`config.mk`:
```
export PLATFORM = sky130hd
export DESIGN_NAME = instr_mem_loadable
export DESIGN_NICKNAME = d
export VERILOG_FILES = /design/src/rtl/instr_mem_pkg.sv /design/src/rtl/byte_word_assembler.sv /design/src/rtl/instr_mem_loadable.sv
export SDC_FILE = /design/constraint.sdc
export NUM_CORES = 2
export LEC_CHECK = 0
export ABC_AREA = 1
export BUFFER_PORTS_ARGS = -buffer_cell sky130_fd_sc_hd__buf_2
export CAP_MARGIN = 40
export CORE_UTILIZATION = 45
export DETAILED_ROUTE_END_ITERATION = 12
export GPL_ROUTABILITY_DRIVEN = 0
export HOLD_SLACK_MARGIN = 0.1
export PLACE_DENSITY_LB_ADDON = 0.12
export SYNTH_ARGS = -nofsm -noshare
export SYNTH_HDL_FRONTEND = slang
export SYNTH_SLANG_ARGS = --single-unit
```
`constraint.sdc`:
```
create_clock -name clk -period 3.8 [get_ports clk]
set_clock_uncertainty 0.05 [all_clocks]
set_input_delay 0 -clock clk [delete_from_list [all_inputs] [get_ports clk]]
set_output_delay 0 -clock clk [all_outputs]
set_load 0.1 [all_outputs]
```
`src/rtl/instr_mem_pkg.sv`:
```
// instr_mem_pkg: shared fault codes, load/fetch states and MIPS encoding helpers for the instruction memory
package instr_mem_pkg;
  typedef enum logic [1:0] {IDLE = 2'd0, LOAD = 2'd1, RUN = 2'd2} state_t;
  localparam logic [1:0] FAULT_OK = 2'b00;
  localparam logic [1:0] FAULT_MISALIGN = 2'b01;
  localparam logic [1:0] FAULT_RANGE = 2'b10;
  localparam logic [5:0] OP_SPECIAL = 6'h00;
  localparam logic [5:0] OP_ADDI = 6'h08;
  localparam logic [5:0] OP_LW = 6'h23;
  localparam logic [5:0] OP_SW = 6'h2b;
  localparam logic [5:0] FN_ADD = 6'h20;
  function automatic logic [31:0] mk_itype(logic [5:0] op, logic [4:0] rs, logic [4:0] rt, logic [15:0] imm);
    return {op, rs, rt, imm};
  endfunction
endpackage

```
`src/rtl/byte_word_assembler.sv`:
```
// byte_word_assembler: packs a byte stream into 32-bit words, zero-padding a short final word
module byte_word_assembler #(
  parameter bit BIG_ENDIAN = 1'b1
) (
  input  logic        clk,
  input  logic        rst_n,
  input  logic        clear,
  input  logic        byte_valid,
  input  logic        last,
  input  logic [7:0]  byte_in,
  output logic        word_ready,
  output logic [31:0] word
);
  logic [1:0] cnt;
  logic [1:0] lane;
  logic [31:0] acc;
  always_comb begin
    lane = BIG_ENDIAN ? 2'd3 - cnt : cnt;
    word = acc | (32'(byte_in) << {lane, 3'b000});
    word_ready = byte_valid && (last || cnt == 2'd3);
  end
  always_ff @(posedge clk or negedge rst_n)
    if (!rst_n) begin
      cnt <= '0;
      acc <= '0;
    end else if (clear) begin
      cnt <= '0;
      acc <= '0;
    end else if (byte_valid) begin
      cnt <= word_ready ? 2'd0 : cnt + 2'd1;
      acc <= word_ready ? 32'd0 : word;
    end
endmodule

```
`src/rtl/instr_mem_loadable.sv`:
```
// instr_mem_loadable: run-time loadable instruction memory with a registered, fault-checked fetch port
module instr_mem_loadable import instr_mem_pkg::*; #(
  parameter int DEPTH_WORDS = 64,
  parameter bit BIG_ENDIAN = 1'b1
) (
  input  logic        clk,
  input  logic        rst_n,
  input  logic        load_start,
  input  logic        load_byte_valid,
  input  logic [7:0]  load_byte,
  input  logic        load_last,
  output logic        load_done,
  output logic        load_overflow,
  output logic        loading,
  input  logic        fetch_req,
  input  logic [31:0] fetch_addr,
  output logic        fetch_ready,
  output logic        fetch_valid,
  output logic [31:0] fetch_instr,
  output logic [1:0]  fetch_fault
);
  localparam int AW = $clog2(DEPTH_WORDS);
  localparam int PW = AW + 1;
  state_t state, state_nx;
  logic [PW-1:0] ptr;
  logic [31:0] mem [DEPTH_WORDS];
  logic [31:0] word;
  logic full, take, word_ready, fetch_acc, last_acc;
  logic [1:0] fault_nx;
  // a restart pulse wins over any byte presented in the same cycle
  always_comb begin
    loading = state == LOAD;
    fetch_ready = !loading;
    fetch_acc = fetch_req && fetch_ready;
    full = ptr == PW'(DEPTH_WORDS);
    take = loading && load_byte_valid && !load_start && !full;
    last_acc = loading && load_byte_valid && load_last && !load_start;
    state_nx = load_start ? LOAD : last_acc ? RUN : state;
    fault_nx = fetch_addr[1:0] != 2'b00 ? FAULT_MISALIGN :
               fetch_addr[31:2] >= 30'(DEPTH_WORDS) ? FAULT_RANGE : FAULT_OK;
  end
  byte_word_assembler #(.BIG_ENDIAN(BIG_ENDIAN)) u_asm (
    .clk(clk),
    .rst_n(rst_n),
    .clear(load_start),
    .byte_valid(take),
    .last(load_last),
    .byte_in(load_byte),
    .word_ready(word_ready),
    .word(word)
  );
  always_ff @(posedge clk or negedge rst_n)
    if (!rst_n) begin
      state <= IDLE;
      ptr <= '0;
      load_done <= 1'b0;
      load_overflow <= 1'b0;
      for (int i = 0; i < DEPTH_WORDS; i++) mem[i] <= '0;
    end else begin
      state <= state_nx;
      load_done <= last_acc;
      load_overflow <= load_start ? 1'b0 : load_overflow | (loading && load_byte_valid && full);
      ptr <= load_start ? '0 : ptr + PW'(word_ready);
      if (word_ready) mem[ptr[AW-1:0]] <= word;
    end
  always_ff @(posedge clk or negedge rst_n)
    if (!rst_n) begin
      fetch_valid <= 1'b0;
      fetch_instr <= '0;
      fetch_fault <= FAULT_OK;
    end else begin
      fetch_valid <= fetch_acc;
      if (fetch_acc) begin
        fetch_fault <= fault_nx;
        fetch_instr <= fault_nx == FAULT_OK ? mem[fetch_addr[AW+1:2]] : 32'd0;
      end
    end
endmodule

```
# Yosys cells after proc, flatten, opt, wreduce, memory -nomap -nowiden
# Cells that the tools add are included.
# totals
latchBits	0
register_bits	2128
elab_cells	124
mem_count	0
ramBits	0
output_inout_bits	39
romBits	0
# op_classes
n_addsub	3
magnitude_cmp	4
n_reduce_logical	17
bitwise	4
muxes	19
eq_ne	3
div	0
n_shift	1
mul	0
# ops
operator	count
$bwmux W2048	1
$mux W32	7
$bmux W32 S6	1
$demux W32 S6	1
$or A32 B32 Y32	1
$shl A8 B5 Y32	1
$ge A30 B7 Y1 const B	1
$ge A7 B7 Y1 const B	2
$mux W2	7
$not A6 Y7	2
$logic_and A1 B1 Y1	9
$add A7 B1 Y7	1
$eq A7 B7 Y1 const B	1
$lt A7 B1 Y1 const B	1
$mux W7	1
$reduce_bool A2 Y1	3
$logic_not A1 Y1	3
$add A2 B1 Y2 const B	1
$eq A2 B1 Y1 const B	1
$eq A2 B2 Y1 const B	1
$logic_not A2 Y1	1
$sub A2 B2 Y2 const A	1
$logic_or A1 B1 Y1	1
$mux W1	1
$or A1 B1 Y1	1

# Longest topological paths before layout
# logic_depth
word_depth	8
depth_mapped	16
mapped_depth_nobuf	14

# Modules after synthesis
# From an unflattened synthesis, not the netlist that was laid out.
# hier_totals
hier_cells	11860
area_unflattened_um2	95669.3
# by_module_without_submodules
module	instances	cells_per_inst	area_per_inst_um2
instr_mem_loadable	1	11601	93729.9
byte_word_assembler	1	259	1939.4

# Worst setup path before layout
# No wires, ideal clock.
# synth_path
path_type	flip-flop to flip-flop
start	reg state[1]
end	reg fetch_instr[0]
path_stages_with_launch	10
t_arrival_ns	3.625
setup_slack_ns	0.005
period_less_slack_ns	3.795
cell_sequence	dfrtp_1 > nor2_1 > inv_1 > nand2_1 > inv_1 > nand2_1 > nor2_1 > clkbuf_1 > nand3_1 > nand2_1
# synth_via
elab_chain_cells	3
# synth_rtl
element	line_no	source
from (decl)	instr_mem_loadable.sv:24	state_t state, state_nx;
from (signal assigned)	instr_mem_loadable.sv:60	state <= state_nx;
$eq A2 B1 Y1	instr_mem_loadable.sv:32	loading = state == LOAD;
net loading	instr_mem_loadable.sv:14	output logic loading,
$logic_not A1 Y1	instr_mem_loadable.sv:33	fetch_ready = !loading;
net fetch_ready	instr_mem_loadable.sv:17	output logic fetch_ready,
$logic_and A1 B1 Y1	instr_mem_loadable.sv:34	fetch_acc = fetch_req && fetch_ready;
net fetch_acc	instr_mem_loadable.sv:28	logic full, take, word_ready, fetch_acc, last_acc;
to (signal assigned)	instr_mem_loadable.sv:75	fetch_instr <= fault_nx == FAULT_OK ? mem[fetch_addr[AW+1:2]] : 32'd0;
to (decl)	instr_mem_loadable.sv:19	output logic [31:0] fetch_instr,
# The timed path passes the listed nets, and every way through them passes these cells.
# A chain may end at the register's enable or synchronous reset.

# Final worst setup path
# layout_path
start	in fetch_addr[2]
end	reg fetch_instr[24]
# layout_via
elab_chain_cells	5
elab_cells_between_ends	9
cone_classes	order compare (1); mux (6); bitwise (1); reduce/logical (1)
# layout_rtl
element	line_no	source
from (decl)	instr_mem_loadable.sv:16	input logic [31:0] fetch_addr,
$ge A30 B7 Y1 / $not A6 Y7 (equally long branches)	instr_mem_loadable.sv:40, instr_mem_loadable.sv:75	
$mux W2 / $bmux W32 S6 (equally long branches)	instr_mem_loadable.sv:40, instr_mem_loadable.sv:75	
$mux W2 / $mux W32 (equally long branches)	instr_mem_loadable.sv:39, instr_mem_loadable.sv:75	
$logic_not A2 Y1 / $mux W32 (equally long branches)	instr_mem_loadable.sv:75	
$mux W32 (*)	instr_mem_loadable.sv:75	
# Mark *: on every way between the ends. The rest lies on a longest branch, timed or not. The select of a mux whose other input is x is not followed.

==> impl_metrics.yaml <==
cts:
  cts_buffers: 225
  ctsResizeCount: 0
  clockRootBuffer: "clkbuf_16"
  clkTransAtPathRegs_ps: 60
  ctsHtreeMaxLevel: 4
  clkSinkCount: 2128
  clkLatencyLatePin_ps: 880
  post_cts_buffers: 0
  cts_buffer_depth: 3
  cts_tree: "yes"
grt:
  grt_pass1_wl_um: 502000
  antenna_found_initial: 9
  grt_max_degree: 152
  grt_usage_pct: 30.4
  grt_pass1_vias: 78201
  grt-ovfl-total: 0
drt:
  dr.pass1.iters: 6
  antenna_left: 0
  routed_wl_um: 328000
  via_per_inst: 5.69
  drt-initial-drc-count: 8978
  drc_errors: 0
  avgRoutedWirePerCell_um: 22.8
  via_count: 81683
synth:
  synthDominantAreaCellType: "dfrtp_1"
  synth_top_area_share_pct: 55.7
  synth_seq_cells: 2128
  ys.flop_type: "dfrtp_1"
  syn-instance-count: 11803
  synth.top_cells.by_area: "dfrtp_1, nand2_1, o21ai_0"
  yosysUniqueCellTypes: 39
  synth-edff-count: 0
  syn_nets: 11852
  ys.warnings.count: 0
  synthArstFlopShare_pct: 100
  syn-cell-area_um2: 95600
  synth-seq-area-share_pct: 55.7
  synth.avg_cell_area_um2: 8.10
floorplanning:
  ios: 85
  core_um2: 210000
  rows: 168
  start_util_pct: 45.4
  die-area_um2: 214000
  die_w_um: 463
  die_height_um: 463
timing:
  finalCritPeriodShare_pct: 96.3
  finalHoldViolCount: 0
  rsz0062_at_grt: "no"
  fmax_mhz: 273
  fin_crit_ps: 3660
  tightestPinTransition_ps: 925
  setup_viol: 0
  hold_ws_ps: 243
  slew_headroom_pct: 38.4
  slew_viol_final: 0
  tns_ps: 0
worst_setup_path:
  cpMaxStageDelayCell: "dlygate4sd3_1"
  crit_arrival_ps: 4420
  crit_fanout: 83
  worst_path_most_repeated_cell: "nand3_1"
  crit_path_end_kind: "flop"
  crit_type: "primary input to flop"
  critPathLaunchType: "primary input"
  max_stage_delay_ps: 660
  cp_num_buf_inv: 7
  crit_family: "buffers and inverters"
  crit_required_ps: 4560
  path_cells: "dlygate4sd3_1 -> buf_8 -> inv_8 -> buf_4 -> buf_4 -> nand2_1 -> nand3_1 -> nand3_1 -> nand3_1 -> dlygate4sd3_1 -> nand3_1 -> dlygate4sd3_1 -> nand3_1 -> nand3_1 -> nand2_1"
final_layout:
  syn_to_final_growth_pct: 11.8
  final_core_util_pct: 50.8
  stdcell_count: 14363
  mostFrequentLayoutCells: "nand2_1, dfrtp_1, o21ai_0"
  finalNetCount: 11410
  stdcell_area_um2: 107000
  drive_gt1_share_pct: 7.51
  final_common_cell: "nand2_1"
worst_hold_path:
  hold_class: "primary input to flop"
pwr:
  irDropWorstVdd_mv: 0.496
  p_leak_uw: 0.0468
  power.density_nw_per_um2: 462
outcome:
  status: "finished, final reports clean"
place:
  io_buffer_count: 84
  hpwl_um: 187000
  dp.cells: 13901
  postPlaceCellArea_um2: 99000
flow_run:
  cap_violations: 0
final timing paths:
check                                       startpoint                           to  slack (ps)  depth (start not counted)
hold / removal                         load_byte_valid         state[1]$_DFFE_PN0P_         240                          6
setup reg to reg                  state[1]$_DFFE_PN0P_         mem[497]$_DFFE_PN0P_         650                         11
max in group asynchronous                        rst_n        mem[1090]$_DFFE_PN0P_        1910                          6
min in group asynchronous                        rst_n         mem[625]$_DFFE_PN0P_         400                          4
hold reg to reg            fetch_instr[18]$_DFFE_PN0P_  fetch_instr[18]$_DFFE_PN0P_         430                          2
setup / recovery                         fetch_addr[2]  fetch_instr[24]$_DFFE_PN0P_         140                         15
repair_timing:
item,CTS,global route
endpoints found under the hold margin,3183,0
hold buffers,38,0
endpoints found under the setup margin,0,0
layout make-up:
class / instances / area [µm²]
fill: 20009 / 104000
antenna: 7 / 17.5
clock inverter: 70 / 729
multi-input combinational: 8507 / 37700
timing repair buffer: 406 / 4480
clock buffer: 347 / 6780
inverter: 93 / 378
sequential: 2128 / 53300
tap: 2805 / 3510
through the flow:
stage / setup WS (ps) / total power, µW
after CTS: 320 / 49700
after global placement: 584 / 27300
after global routing: 34.1 / 51000
final: 141 / 49400
after detailed placement: 713 / 27300
after floorplan: 5.17 / 25100
state kept, by name, indices dropped and copies added, names as in the netlist:
register / cells
u_asm.cnt: 2
fetch_fault: 2
u_asm.acc: 32
load_overflow: 1
mem: 2048
fetch_valid: 1
load_done: 1
state: 2
fetch_instr: 32
ptr: 7
layer usage:
layer	up-vias	track usage, %	share of wire, %
li1	37983	-	-
met1	40123	43.0	44
met2	3062	46.0	44
met3	511	5.66	7.7
met4	4	12.7	4.4
met5	-	0	0.0098
worst register-to-register path: stages, from the launching register on:
cell	delay [ps]
dfrtp_1	370
nor2_1	180
nand2_1	120
nor2_1	310
nand2_1	120
inv_2	100
o21ai_2	70
inv_2	530
nand2_2	630
buf_12	370
nand2_1	80
o21ai_0	70
kinds of logic after synthesis:
| family | Yosys count | synth area share (%) |
|---|---|---|
| simple gates | 6373 | 28.0 |
| compound gates | 2131 | 11.3 |
| flops | 2128 | 55.7 |
| buf+inv | 1168 | 5.01 |
| fa+ha+maj | 3 | 0.0393 |
Yosys cell counts (11+ instances only):
master and n:
nor2_1 33, nand3_1 1990, nand2_2 60, a21oi_1 20, clkbuf_2 99, o21ai_1 32
buf_2 201, o21ai_0 2035, buf_1 69, clkbuf_1 703, nand2_1 4255, a31oi_1 11
inv_1 84, dfrtp_1 2128
power by group:
group | total, µW | internal, µW | switching (µW) | leakage, µW
clock network | 22300 | 13000 | 9370 | 0.00373
registers | 22900 | 22800 | 68.0 | 0.0297
logic | 4190 | 836 | 3350 | 0.0134
total | 49400 | 36600 | 12800 | 0.0468
Note: power is estimated with default switching activity, not from simulation.
